File: config.mk
export PLATFORM = sky130hd
export DESIGN_NAME = serial_slice_adder
export DESIGN_NICKNAME = d
export VERILOG_FILES = /design/src/rtl/serial_slice_adder.sv
export SDC_FILE = /design/constraint.sdc
export NUM_CORES = 1
export LEC_CHECK = 0
export CORE_UTILIZATION = 30
export CTS_CLUSTER_DIAMETER = 80
export DETAILED_ROUTE_END_ITERATION = 8
export PLACE_DENSITY = 0.63
export SLEW_MARGIN = 30
export SYNTH_ARGS = -nofsm -noshare
export SYNTH_HDL_FRONTEND = slang
export SYNTH_SLANG_ARGS = --single-unit
File: constraint.sdc
create_clock -name clk -period 1.8 [get_ports clk]
set_clock_uncertainty 0.05 [all_clocks]
set_input_delay 0.27 -clock clk [delete_from_list [all_inputs] [get_ports clk]]
set_output_delay 0.27 -clock clk [all_outputs]
set_load 0.005 [all_outputs]
File: src/rtl/serial_slice_adder.sv
// Slice-serial adder: adds two WIDTH-bit operands SLICE bits per clock with valid/ready handshakes.
// Optional feature macro SUBTRACT_EN adds the op_sub port (A + ~B + 1 when op_sub=1).
module serial_slice_adder #(
  parameter int WIDTH = 32,
  parameter int SLICE = 4
) (
  input  logic             clk,
  input  logic             rst_n,
  input  logic             in_valid,
  output logic             in_ready,
  input  logic [WIDTH-1:0] a,
  input  logic [WIDTH-1:0] b,
  input  logic             c_in,
`ifdef SUBTRACT_EN
  input  logic             op_sub,
`endif
  output logic             out_valid,
  input  logic             out_ready,
  output logic [WIDTH-1:0] sum,
  output logic             c_out,
  output logic             ovf
);

  localparam int NSLICE = WIDTH / SLICE;
  localparam int CW     = (NSLICE > 1) ? $clog2(NSLICE) : 1;
  localparam logic [CW-1:0] LAST_SLICE = CW'(NSLICE - 1);

  typedef enum logic [1:0] {
    S_IDLE = 2'd0,
    S_BUSY = 2'd1,
    S_DONE = 2'd2
  } state_t;

  state_t           r_state;
  logic [WIDTH-1:0] r_a;
  logic [WIDTH-1:0] r_b;
  logic [WIDTH-1:0] r_acc;
  logic             r_carry;
  logic [CW-1:0]    r_cnt;
  logic [WIDTH-1:0] r_sum;
  logic             r_c_out;
  logic             r_ovf;
  logic             r_out_valid;
  logic             r_in_ready;

  logic             w_sub;
  logic [WIDTH-1:0] w_b_cap;
  logic             w_cin_cap;
  logic [SLICE:0]   w_slice;
  logic             w_msb_cin;
  logic [WIDTH-1:0] w_acc_next;
  logic [WIDTH-1:0] w_a_next;
  logic [WIDTH-1:0] w_b_next;

`ifdef SUBTRACT_EN
  assign w_sub = op_sub;
`else
  assign w_sub = 1'b0;
`endif

  // Subtraction is folded in at capture time: B is stored inverted and the carry seeded with 1.
  assign w_b_cap   = w_sub ? ~b : b;
  assign w_cin_cap = w_sub ? 1'b1 : c_in;

  assign w_slice    = {1'b0, r_a[SLICE-1:0]} + {1'b0, r_b[SLICE-1:0]} + {{SLICE{1'b0}}, r_carry};
  // Carry into the top bit of this slice, recovered from that bit's sum = a ^ b ^ cin.
  assign w_msb_cin  = r_a[SLICE-1] ^ r_b[SLICE-1] ^ w_slice[SLICE-1];
  assign w_acc_next = (r_acc >> SLICE) | (WIDTH'(w_slice[SLICE-1:0]) << (WIDTH - SLICE));
  assign w_a_next   = r_a >> SLICE;
  assign w_b_next   = r_b >> SLICE;

  // Control FSM and datapath; r_acc is the working shift register so sum only changes on completion.
  always_ff @(posedge clk or negedge rst_n) begin
    if (!rst_n) begin
      r_state     <= S_IDLE;
      r_a         <= {WIDTH{1'b0}};
      r_b         <= {WIDTH{1'b0}};
      r_acc       <= {WIDTH{1'b0}};
      r_carry     <= 1'b0;
      r_cnt       <= {CW{1'b0}};
      r_sum       <= {WIDTH{1'b0}};
      r_c_out     <= 1'b0;
      r_ovf       <= 1'b0;
      r_out_valid <= 1'b0;
      r_in_ready  <= 1'b1;
    end else begin
      case (r_state)
        S_IDLE: begin
          if (in_valid && r_in_ready) begin
            r_a        <= a;
            r_b        <= w_b_cap;
            r_carry    <= w_cin_cap;
            r_cnt      <= {CW{1'b0}};
            r_in_ready <= 1'b0;
            r_state    <= S_BUSY;
          end
        end
        S_BUSY: begin
          r_acc   <= w_acc_next;
          r_a     <= w_a_next;
          r_b     <= w_b_next;
          r_carry <= w_slice[SLICE];
          r_cnt   <= r_cnt + CW'(1);
          if (r_cnt == LAST_SLICE) begin
            r_sum       <= w_acc_next;
            r_c_out     <= w_slice[SLICE];
            r_ovf       <= w_msb_cin ^ w_slice[SLICE];
            r_out_valid <= 1'b1;
            r_state     <= S_DONE;
          end
        end
        S_DONE: begin
          if (out_ready) begin
            r_out_valid <= 1'b0;
            r_in_ready  <= 1'b1;
            r_state     <= S_IDLE;
          end
        end
        default: begin
          r_out_valid <= 1'b0;
          r_in_ready  <= 1'b1;
          r_state     <= S_IDLE;
        end
      endcase
    end
  end

  assign in_ready  = r_in_ready;
  assign out_valid = r_out_valid;
  assign sum       = r_sum;
  assign c_out     = r_c_out;
  assign ovf       = r_ovf;

endmodule

==> metrics.yaml <==
clocking:
  cts_tree: "yes"
  cts-htree-levels: 4
  numCtsBuffers: 17
  clkLatencyLatePin_ns: 0.42
  clkTransAtPathRegs_ns: 0.06
  clk_path_buf_depth: 2
  cts_sinks: 134
  cts_root_buf: "clkbuf_16"
global_routing:
  track_usage_pct: 13.74
  grt_pass1_wl_um: 20950
  grt_max_degree: 82
  grt_pass1_vias: 4169
  antenna_found_initial: 0
  gr-total-overflow: 0
outcome:
  status: "finished, violations left"
  violations: "negative setup slack"
worst_setup_path:
  end_kind: "flop"
  worstSetupPathType: "flop to flop"
  worst_setup_path_start_kind: "flop"
  worstPathMaxFanout: 3
  crit_chain: "fa_2, inv_2, fa_2, nand2b_4, a21oi_4, buf_4, a22oi_2, o21ai_1"
  r2r_cells: 8
  critPathMaxStageDelay_ns: 0.42
  cpMostUsedCell: "fa_2"
  cp.arrival_ns: 2.08
  cp_slowest_cell: "fa_2"
  required_ns: 2.05
synth:
  syn_nets: 592
  syn_inst: 516
  syn_area_um2: 5749
  ys_types: 29
  async_flop_share_pct: 100.0
  syn_avg_cell_area_um2: 11.14
  synth_edf_count: 0
  seq_area_frac_synth_pct: 58.35
  ys_seq_elements: 134
  synthFlopType: "dfrtp_1"
  synth_warnings: 0
power:
  power-per-cell-area_nw_per_um2: 1500
  power_switching_mw: 3.678
  p_comb_share_pct: 28.4
  power.share.clock_pct: 31.3
  p_sw_share_pct: 31.58
  p_leak_nw: 3.972
  internal_power_mw: 7.970
  ir_worst_vdd_v: 0.0008109
  total_power_mw: 11.65
  seqPwrFrac_pct: 40.3
cells_and_area:
  fin_area_um2: 7765
  diodes: 0
  nets: 703
  n_fill_cell: 1774
  multi_input_area_um2: 2198
  area_delta_synth_final_pct: 35.06
  final_cells: 874
  drive_gt1_share_pct: 14.53
  final_util_pct: 41.37
  seq_area_um2: 3354
detailed_routing:
  routed_wirelength_um: 12660
  ant_nets: 0
  drt_first_iter_violations: 176
  drcViolationCount: 0
  routed_via_density: 4.625
  post_drt_wl_per_cell_um: 14.48
  firstDrtPassIters: 4
  vias: 4042
sta:
  finalSetupViolations: 2
  slew_viol_final: 0
  tightestPinTransition_ns: 0.4451
  setup_slack_ns: -0.02925
  slew_headroom_pct: 70.33
  tns_ns: -0.03559
  fin_crit_ns: 1.829
  holdWs_ns: 0.2943
  hold_viol: 0
  period_share_pct: 101.6
  rsz0062_at_grt: "true"
  max_clock_freq_mhz: 546.7
placement:
  dpl-instance-area_um2: 7082
  portBuffers: 104
  dpl.cell_count: 838
  dp_hpwl_um: 8742
  place.gp.congestion: 0.7665
  dp_slack_ns: -0.07841
floorplanning:
  die_h_um: 140.4
  ios: 105
  core_um2: 18770
  start_util_pct: 30.63
  die-area_um2: 19720
  die_width_um: 140.4
  fp-row-count: 50
run:
  drv_cap: 0
hold_path:
  hold_class: "input pin to async pin"
-- synthesized netlist by cell type, types with 2 or more instances --
master | n | area share (%)
buf_6 | 8 | 1.6
mux2i_1 | 65 | 11
dfrtp_1 | 133 | 58
mux2_2 | 29 | 5.7
fa_1 | 2 | 0.70
a22oi_1 | 2 | 0.26
xor2_1 | 3 | 0.46
nor2_1 | 9 | 0.59
a21oi_1 | 4 | 0.35
nand2_1 | 147 | 9.6
ha_1 | 5 | 1.1
nand3_1 | 4 | 0.35
buf_4 | 3 | 0.39
clkbuf_1 | 12 | 0.78
inv_1 | 3 | 0.20
o21ai_0 | 68 | 5.9
buf_2 | 7 | 0.61
-- critical path, delay by kind of cell, from the launching register on --
family,cells,cell delay [ns]
flip-flops,1,0.40
AND/OR/NAND/NOR,1,0.14
buffers and inverters,2,0.22
adder cells (fa/ha/maj),2,0.63
AO/OA/AOI/OAI,3,0.26
-- cells in the final DEF (no fill, tap or decap), types with 3 or more instances in the layout --
master / synthesis / routed
nor2_1: 9 / 9
bufinv_16: 0 / 3
ha_1: 5 / 5
clkbuf_16: 0 / 17
o21ai_1: 1 / 4
o21ai_0: 68 / 65
a21oi_1: 4 / 3
nand2_1: 147 / 147
inv_6: 0 / 3
nand3_1: 4 / 3
xor2_1: 3 / 3
buf_12: 1 / 7
clkdlybuf4s50_1: 0 / 102
buf_4: 3 / 12
mux2i_1: 65 / 65
dfrtp_1: 133 / 133
mux2_2: 29 / 29
-- kinds of logic after synthesis --
| group | share of synthesized area [%] |
|---|---|
| XOR/XNOR | 0.4571 |
| multiplexers | 17.26 |
| AO/OA/AOI/OAI | 7.029 |
| flip-flops | 58.35 |
| adder cells (fa/ha/maj) | 1.785 |
| buffers and inverters | 4.222 |
| AND/OR/NAND/NOR | 10.90 |
-- power by group through the flow --
| stage | clock network [mW] | registers (mW) | logic [mW] |
|---|---|---|---|
| floorplan | 0 | 4.56 | 1.94 |
| global placement | 0 | 4.70 | 3.23 |
| detailed placement | 0 | 4.76 | 3.33 |
| CTS | 3.74 | 4.71 | 3.34 |
| global route | 3.88 | 4.83 | 3.73 |
| finish | 3.64 | 4.69 | 3.31 |
-- cell type report --
type / instances / share of cell area (%)
clock buffer: 19 / 5.833
clock inverter: 13 / 2.191
inverter: 4 / 0.1934
multi-input combinational: 346 / 28.31
sequential: 134 / 43.20
tap: 234 / 3.771
timing repair buffer: 124 / 16.50
-- repair_timing --
action / CTS / global route
hold buffers: 1 / 0
buffers inserted: 0 / 3
gates resized for setup: 2 / 9
cloned: 0 / 0
pin swaps: 0 / 3
hold endpoints to repair: 38 / 0
endpoints found under the setup margin: 2 / 7
-- flip-flops by register name, indices dropped and copies added (netlist names) --
signal,flops
r_state,2
r_cnt,3
r_acc,28
sum,32
ovf,1
r_carry,1
in_ready,1
out_valid,1
r_b,32
c_out,1
r_a,32
-- metal layers --
metal	global-route usage, %	wire length, µm	vias up	part of all wire (%)
met1	16.72	5673	1978	45
li1	-	-	1958	-
met3	5.094	730	11	5.8
met5	0	0	-	0
met2	22.53	6131	95	48
met4	4.338	120	0	0.95
-- final timing paths --
| path | start | endpoint | slack, ns |
|---|---|---|---|
| worst max-delay path | r_b[0] | r_carry | -0.03 |
| worst min-delay path | rst_n | r_acc[5] | 0.29 |
| worst max register to register | r_b[0] | r_carry | -0.03 |
| worst min register to register | r_a[16] | r_a[12] | 0.43 |
| max in group asynchronous | rst_n | r_b[4] | 0.78 |
| min in group clk | a[31] | r_a[31] | 0.41 |
Power figures use the tool's default switching activity.
